==> src/rtl/encrypt_pipe_pkg.sv <==
// Shared definitions for the shift/rotate encryption stage.
// Holds the alphabet size, ASCII bases, the one-hot letter and step types,
// and ring-rotation helpers used by encrypt_pipe_shift_rot.
// Optional feature macro: ENCRYPT_ROT_DECRYPT_EN (adds the right-rotate helper).
package encrypt_pipe_pkg;

  localparam int         ALPHA_LEN        = 26;
  localparam logic [7:0] ASCII_UPPER_BASE = 8'd65;
  localparam logic [7:0] ASCII_LOW_BASE   = 8'd97;

  typedef logic [ALPHA_LEN-1:0] onehot_t;
  typedef logic [4:0]           step_t;

  // Left rotate within the 26-bit ring. Doubling the word turns the wrap into
  // a plain part-select; n must already be reduced to 0..25.
  function automatic onehot_t rotl(input onehot_t x, input step_t n);
    logic [2*ALPHA_LEN-1:0] d;
    logic [5:0]             base;
    d    = {x, x};
    base = 6'(ALPHA_LEN) - {1'b0, n};
    return d[base +: ALPHA_LEN];
  endfunction

`ifdef ENCRYPT_ROT_DECRYPT_EN
  // Right rotate within the 26-bit ring; n must be 0..25.
  function automatic onehot_t rotr(input onehot_t x, input step_t n);
    logic [2*ALPHA_LEN-1:0] d;
    logic [5:0]             base;
    d    = {x, x};
    base = {1'b0, n};
    return d[base +: ALPHA_LEN];
  endfunction
`endif

endpackage

==> src/rtl/encrypt_onehot_enc.sv <==
// One-hot to index encoder for the 26-letter alphabet.
// Ports:
//   i_onehot : 26-bit letter vector
//   o_idx    : index of the set bit (meaningful only when o_valid)
//   o_valid  : exactly one bit of i_onehot is set
module encrypt_onehot_enc
  import encrypt_pipe_pkg::*;
(
  input  onehot_t    i_onehot,
  output logic [4:0] o_idx,
  output logic       o_valid
);

  // OR of the indices of all set bits; only trusted when exactly one is set.
  always_comb begin
    o_idx = '0;
    for (int i = 0; i < ALPHA_LEN; i++) begin
      if (i_onehot[i]) o_idx = o_idx | 5'(i);
    end
  end

  // x & (x-1) clears the lowest set bit, so a zero result means at most one bit.
  assign o_valid = (i_onehot != '0) && ((i_onehot & (i_onehot - onehot_t'(1))) == '0);

endmodule

==> src/rtl/encrypt_pipe_shift_rot.sv <==
// Shift/rotate stage of the character encryption pipe.
// Rotates a one-hot letter by (shift_amt + step) mod 26 and emits ASCII one
// cycle later. The step advances every rot_freq counted alpha characters.
// Optional feature macro: ENCRYPT_ROT_DECRYPT_EN adds input dir (1 = rotate right).
// Ports:
//   clk, rst        : clock, asynchronous active-low reset
//   en_in           : character valid
//   is_upper_in/is_low_in : alpha class flags
//   ext_data_in     : one-hot letter in [25:0] or raw byte in [7:0]
//   shift_amt       : base shift 0..15
//   rot_freq        : alpha characters per step increment, 0 = hold
//   clr             : synchronous clear of the step schedule
//   dir             : (macro only) 0 = encrypt, 1 = decrypt
//   en_out, dout    : registered valid and ASCII result
//   step_out        : current schedule step 0..25
module encrypt_pipe_shift_rot
  import encrypt_pipe_pkg::*;
(
  input  logic        clk,
  input  logic        rst,
  input  logic        en_in,
  input  logic        is_upper_in,
  input  logic        is_low_in,
  input  logic [31:0] ext_data_in,
  input  logic [3:0]  shift_amt,
  input  logic [2:0]  rot_freq,
  input  logic        clr,
`ifdef ENCRYPT_ROT_DECRYPT_EN
  input  logic        dir,
`endif
  output logic        en_out,
  output logic [7:0]  dout,
  output logic [4:0]  step_out
);

  logic [2:0] r_cnt;
  step_t      r_step;
  logic       r_en;
  logic [7:0] r_dout;

  logic       w_alpha;
  logic [5:0] w_sum;
  step_t      w_eff;
  onehot_t    w_rot;
  logic [4:0] w_idx;
  logic       w_valid;
  logic       w_count;
  logic [3:0] w_cnt_inc;
  logic       w_wrap;
  step_t      w_step_inc;
  logic [7:0] w_dout_next;

  assign w_alpha = en_in & (is_upper_in ^ is_low_in);

  // Max sum is 15 + 25 = 40, so one conditional subtract reduces mod 26.
  assign w_sum = {2'b00, shift_amt} + {1'b0, r_step};
  assign w_eff = (w_sum >= 6'(ALPHA_LEN)) ? 5'(w_sum - 6'(ALPHA_LEN)) : w_sum[4:0];

`ifdef ENCRYPT_ROT_DECRYPT_EN
  assign w_rot = dir ? rotr(ext_data_in[ALPHA_LEN-1:0], w_eff)
                     : rotl(ext_data_in[ALPHA_LEN-1:0], w_eff);
`else
  assign w_rot = rotl(ext_data_in[ALPHA_LEN-1:0], w_eff);
`endif

  encrypt_onehot_enc u_enc (
    .i_onehot (w_rot),
    .o_idx    (w_idx),
    .o_valid  (w_valid)
  );

  // Rotation preserves popcount, so validity of the rotated word equals
  // validity of the input letter.
  assign w_count = w_alpha & w_valid;

  // ">=" rather than "==" so a rot_freq lowered below the live count wraps
  // immediately on the next counted character.
  assign w_cnt_inc  = {1'b0, r_cnt} + 4'd1;
  assign w_wrap     = w_cnt_inc >= {1'b0, rot_freq};
  assign w_step_inc = (r_step == 5'(ALPHA_LEN - 1)) ? '0 : r_step + 5'd1;

  always_comb begin
    w_dout_next = '0;
    if (en_in) begin
      if (!is_upper_in && !is_low_in) begin
        w_dout_next = ext_data_in[7:0];
      end else if (w_count) begin
        w_dout_next = (is_upper_in ? ASCII_UPPER_BASE : ASCII_LOW_BASE) + {3'b000, w_idx};
      end
    end
  end

  // Output register plus schedule; clr overrides any increment on the same edge,
  // while the character itself already used the pre-clear step above.
  always_ff @(posedge clk or negedge rst) begin
    if (!rst) begin
      r_en   <= 1'b0;
      r_dout <= '0;
      r_cnt  <= '0;
      r_step <= '0;
    end else begin
      r_en   <= en_in;
      r_dout <= w_dout_next;
      if (clr) begin
        r_cnt  <= '0;
        r_step <= '0;
      end else if (w_count && (rot_freq != 3'd0)) begin
        if (w_wrap) begin
          r_cnt  <= '0;
          r_step <= w_step_inc;
        end else begin
          r_cnt  <= w_cnt_inc[2:0];
        end
      end
    end
  end

  assign en_out   = r_en;
  assign dout     = r_dout;
  assign step_out = r_step;

endmodule

==> config.mk <==
export PLATFORM = sky130hd
export DESIGN_NAME = encrypt_pipe_shift_rot
export DESIGN_NICKNAME = d
export VERILOG_FILES = /design/src/rtl/encrypt_pipe_pkg.sv /design/src/rtl/encrypt_onehot_enc.sv /design/src/rtl/encrypt_pipe_shift_rot.sv
export SDC_FILE = /design/constraint.sdc
export NUM_CORES = 1
export LEC_CHECK = 0
export CORE_MARGIN = 2
export CORE_UTILIZATION = 38
export CTS_CLUSTER_SIZE = 25
export DETAILED_ROUTE_END_ITERATION = 8
export DONT_BUFFER_PORTS = 1
export GPL_ROUTABILITY_DRIVEN = 0
export MAX_ROUTING_LAYER = met4
export PLACE_DENSITY = 0.49
export SETUP_SLACK_MARGIN = 0.2
export SLEW_MARGIN = 20
export SYNTH_ARGS = -nofsm -noshare
export SYNTH_HDL_FRONTEND = slang
export SYNTH_HIERARCHICAL = 1
export SYNTH_SLANG_ARGS = --single-unit
==> constraint.sdc <==
create_clock -name clk -period 8.2 [get_ports clk]
set_input_delay 1.64 -clock clk [delete_from_list [all_inputs] [get_ports clk]]
set_output_delay 1.64 -clock clk [all_outputs]
set_load 0.01 [all_outputs]
==> key figures <==
Cells and area
  • Fillers: 982
  • Share of layout cells above drive strength 1: 27.2%
  • NumNets Final: 532
  • # diodes: 0
  • Area Overhead vs Synth: 14.3%

STA
  • Slew @ Worst Pin: 841 ps
  • Final-report hold violation count: 0
  • Final period util: 92.4%
  • Final setup vio count: 0
  • Clock skew: 2.96 ps
  • Rel. slew slack: 43.4%
  • Max Fclk: 132 MHz
  • Fin Setup TNS: 0 ps
  • RSZ-0062 raised after global routing: no
  • Final Max Slew Viols: 0
  • Fin crit period: 7580 ps

Synthesis
  • Syn Area/Cell: 9.07 µm²
  • Flops & latches, synth: 17
  • Yosys top cell by area: mux4_2
  • Post-synth EDFFs: 0
  • Post-Synthesis Cells: 439
  • Ys Warns: 6
  • Post-synth top flop: dfrtp_1
  • Synth async-reset ratio: 100%
  • Top-area cell type share of the netlist area: 18.1%
  • Top post-synthesis cells by area: mux4_2 18%, dfrtp_1 11%, mux2i_1 10%
  • Distinct cell type count after synthesis: 82
  • Syn Nets: 499
  • Seq/Total Area, Yosys: 10.7%
  • Mapped Area: 0.00398 mm²

Floorplanning
  • Die footprint: 0.0113 mm²
  • Initial Util: 38.9%
  • Row cnt: 37
  • Core ar.: 0.0102 mm²
  • Chip Width: 106 µm
  • Die height: 106 µm
  • Io pins: 59

Global route
  • Global-route wire length before repair: 20800 µm
  • Number of global-route vias before repair: 3805
  • Initial antenna violation count: 0
  • Gr usage total: 23.9%
  • Grt ovf: 0
  • Largest net degree at the start of global routing: 31

Setup path
  • Crit path required time: 8370 ps
  • Arrival @ worst endpoint: 7750 ps
  • Max stage delay cell, worst path: nor4_4
  • CP Capture Type: flop
  • Most Frequent Cell on Critical Path: buf_4
  • R2r setup slk: 1460 ps
  • Slowest stage delay, CP: 460 ps
  • Setup CP Type: input pin to flop
  • Worst setup SP type: input pin
  • CP Max Fanout: 22

Outcome
  • Status: completed

Clock tree
  • Number of buffers created by CTS: 3
  • TritonCTS clock tree: yes
  • Htree depth: 1
  • Hold Buf Count CTS: 0
  • Clk sinks: 17
  • Clk slew on worst S/H paths: 70 ps
  • Root Buffer: clkbuf_8
  • Clk Latency, worst-skew pair: 250 ps
  • Clock Tree Buf Depth: 2

Detailed routing
  • First-iteration detailed-routing DRC count: 505
  • Routed Antenna Nets: 0
  • Routed vias/inst: 6.55
  • Routed vias: 3975
  • Post-Route WL: 13000 µm
  • Initial DRT Pass Iterations: 5
  • DRC viols: 0
  • DR WL/cell: 21.5 µm

Placement
  • Number of I/O port buffers: 0
  • HPWL Detailed: 10500 µm

Flow run
  • Max-cap violations: 0

Worst hold path
  • Hold Crit Class: flop to flop
## per-stage QoR
step / hold WS (ps) / instances / worst slack, ps / instance area [µm²] / utilization [%]
detailed placement: 529 / 596 / 186 / 4410 / 43.1
global placement: 514 / 596 / 243 / 4410 / 43.1
global route: 560 / 607 / 215 / 4550 / 44.5
floorplan: 476 / 439 / 318 / 3980 / -
CTS: 544 / 600 / 438 / 4460 / 43.6
finish: 546 / 607 / 622 / 4550 / 44.5
## layout by cell type, fill, tap and decap left out, types with 3 or more instances in the layout
| cell | n |
|---|---|
| inv_1 | 10 |
| nand3_1 | 10 |
| nand2b_1 | 3 |
| a211o_1 | 4 |
| a2111oi_0 | 7 |
| mux2_2 | 8 |
| nand2_1 | 37 |
| a22oi_1 | 5 |
| a221o_1 | 5 |
| nor3_1 | 13 |
| clkbuf_8 | 3 |
| a221oi_1 | 4 |
| a21oi_1 | 16 |
| a2111oi_1 | 3 |
| and3_1 | 4 |
| a211oi_1 | 13 |
| mux4_2 | 32 |
| o211ai_1 | 4 |
| buf_12 | 3 |
| mux2i_1 | 39 |
| nor4_1 | 6 |
| o21ai_0 | 21 |
| ha_1 | 13 |
| or3_1 | 3 |
| nand4_1 | 3 |
| nor4_4 | 4 |
| xnor2_1 | 6 |
| a2111oi_2 | 3 |
| dfrtp_1 | 17 |
| o221ai_1 | 3 |
| buf_4 | 48 |
| nor2b_1 | 11 |
| a21o_1 | 3 |
| nor2_1 | 41 |
| nor4_2 | 3 |
## synth_stat cells, drive strengths merged, types with 3 or more instances
library cell,count
a2111oi,13
a211o,4
a211oi,15
a21o,3
a21oi,16
a221o,5
a221oi,6
a22oi,5
and2,3
and3,4
buf,11
clkbuf,12
dfrtp,17
ha,14
inv,10
mux2,9
mux2i,42
mux4,32
nand2,38
nand2b,3
nand3,10
nand4,5
nor2,42
nor2b,11
nor3,13
nor4,13
o211ai,5
o21ai,23
o221ai,3
o22ai,3
or2,3
or3,3
xnor2,8
## per-layer routing
metal  vias up  GRT usage (%)  part of all wire, %
li1       1853              -                    -
met1      1920           33.2                   44
met2       179           35.9                   46
met3        23           5.52                  8.7
met4         0           4.61                  1.9
met5         -              -                    0
## registers in the layout, indices dropped and copies added, names as in the netlist
name,cells
step_out,5
en_out,1
dout,8
r_cnt,3
## area by class of cell
cell class,instances,area (µm²),area share (%)
repair buffers,51,420,9.24
flip-flops and latches,17,425,9.35
multi-input cells,388,3450,75.8
clock inverters,1,5.00,0.110
well taps,136,170,3.74
inverters,11,41.3,0.907
clock buffers,3,41.3,0.907
## path summary, 6_finish.rpt
path | from | endpoint | cells after the start
min reg2reg | r_cnt[2] | r_cnt[2] | 1
min in group asynchronous | rst | step_out[3] | 0
max in group asynchronous | rst | dout[6] | 0
max | shift_amt[0] | step_out[3] | 29
min | r_cnt[2] | r_cnt[2] | 1
max reg2reg | step_out[0] | step_out[3] | 29
## cells by family (layout without fill, tap and decap cells)
kind of cell | Yosys count | count (layout) | synth area share [%]
adder cells (fa/ha/maj) | 16 | 16 | 5.15
AND/OR/NAND/NOR | 154 | 154 | 21.0
flip-flops | 17 | 17 | 10.7
AO/OA/AOI/OAI | 125 | 125 | 24.8
buffers and inverters | 34 | 66 | 3.93
multiplexers | 83 | 83 | 31.6
XOR/XNOR | 10 | 10 | 2.86
## what timing repair did
| item | 4_1_cts | 5_1_grt |
|---|---|---|
| resized for setup | 0 | 10 |
| endpoints found under the setup margin | 0 | 6 |
| setup buffers | 0 | 7 |
| endpoints found under the hold margin | 0 | 0 |
## critical path, delay by kind of cell
kind	cells	cell delay [ps]
adders and majority gates	4	1270
muxes	2	470
AOI/OAI and AO/OA	9	1700
and+or+nand+nor	9	1800
xor gates and xnor gates	1	120
buffers and inverters	4	700
Power is not shown: default switching activity piles up to over one toggle a cycle in this logic, so the estimate is an artifact.
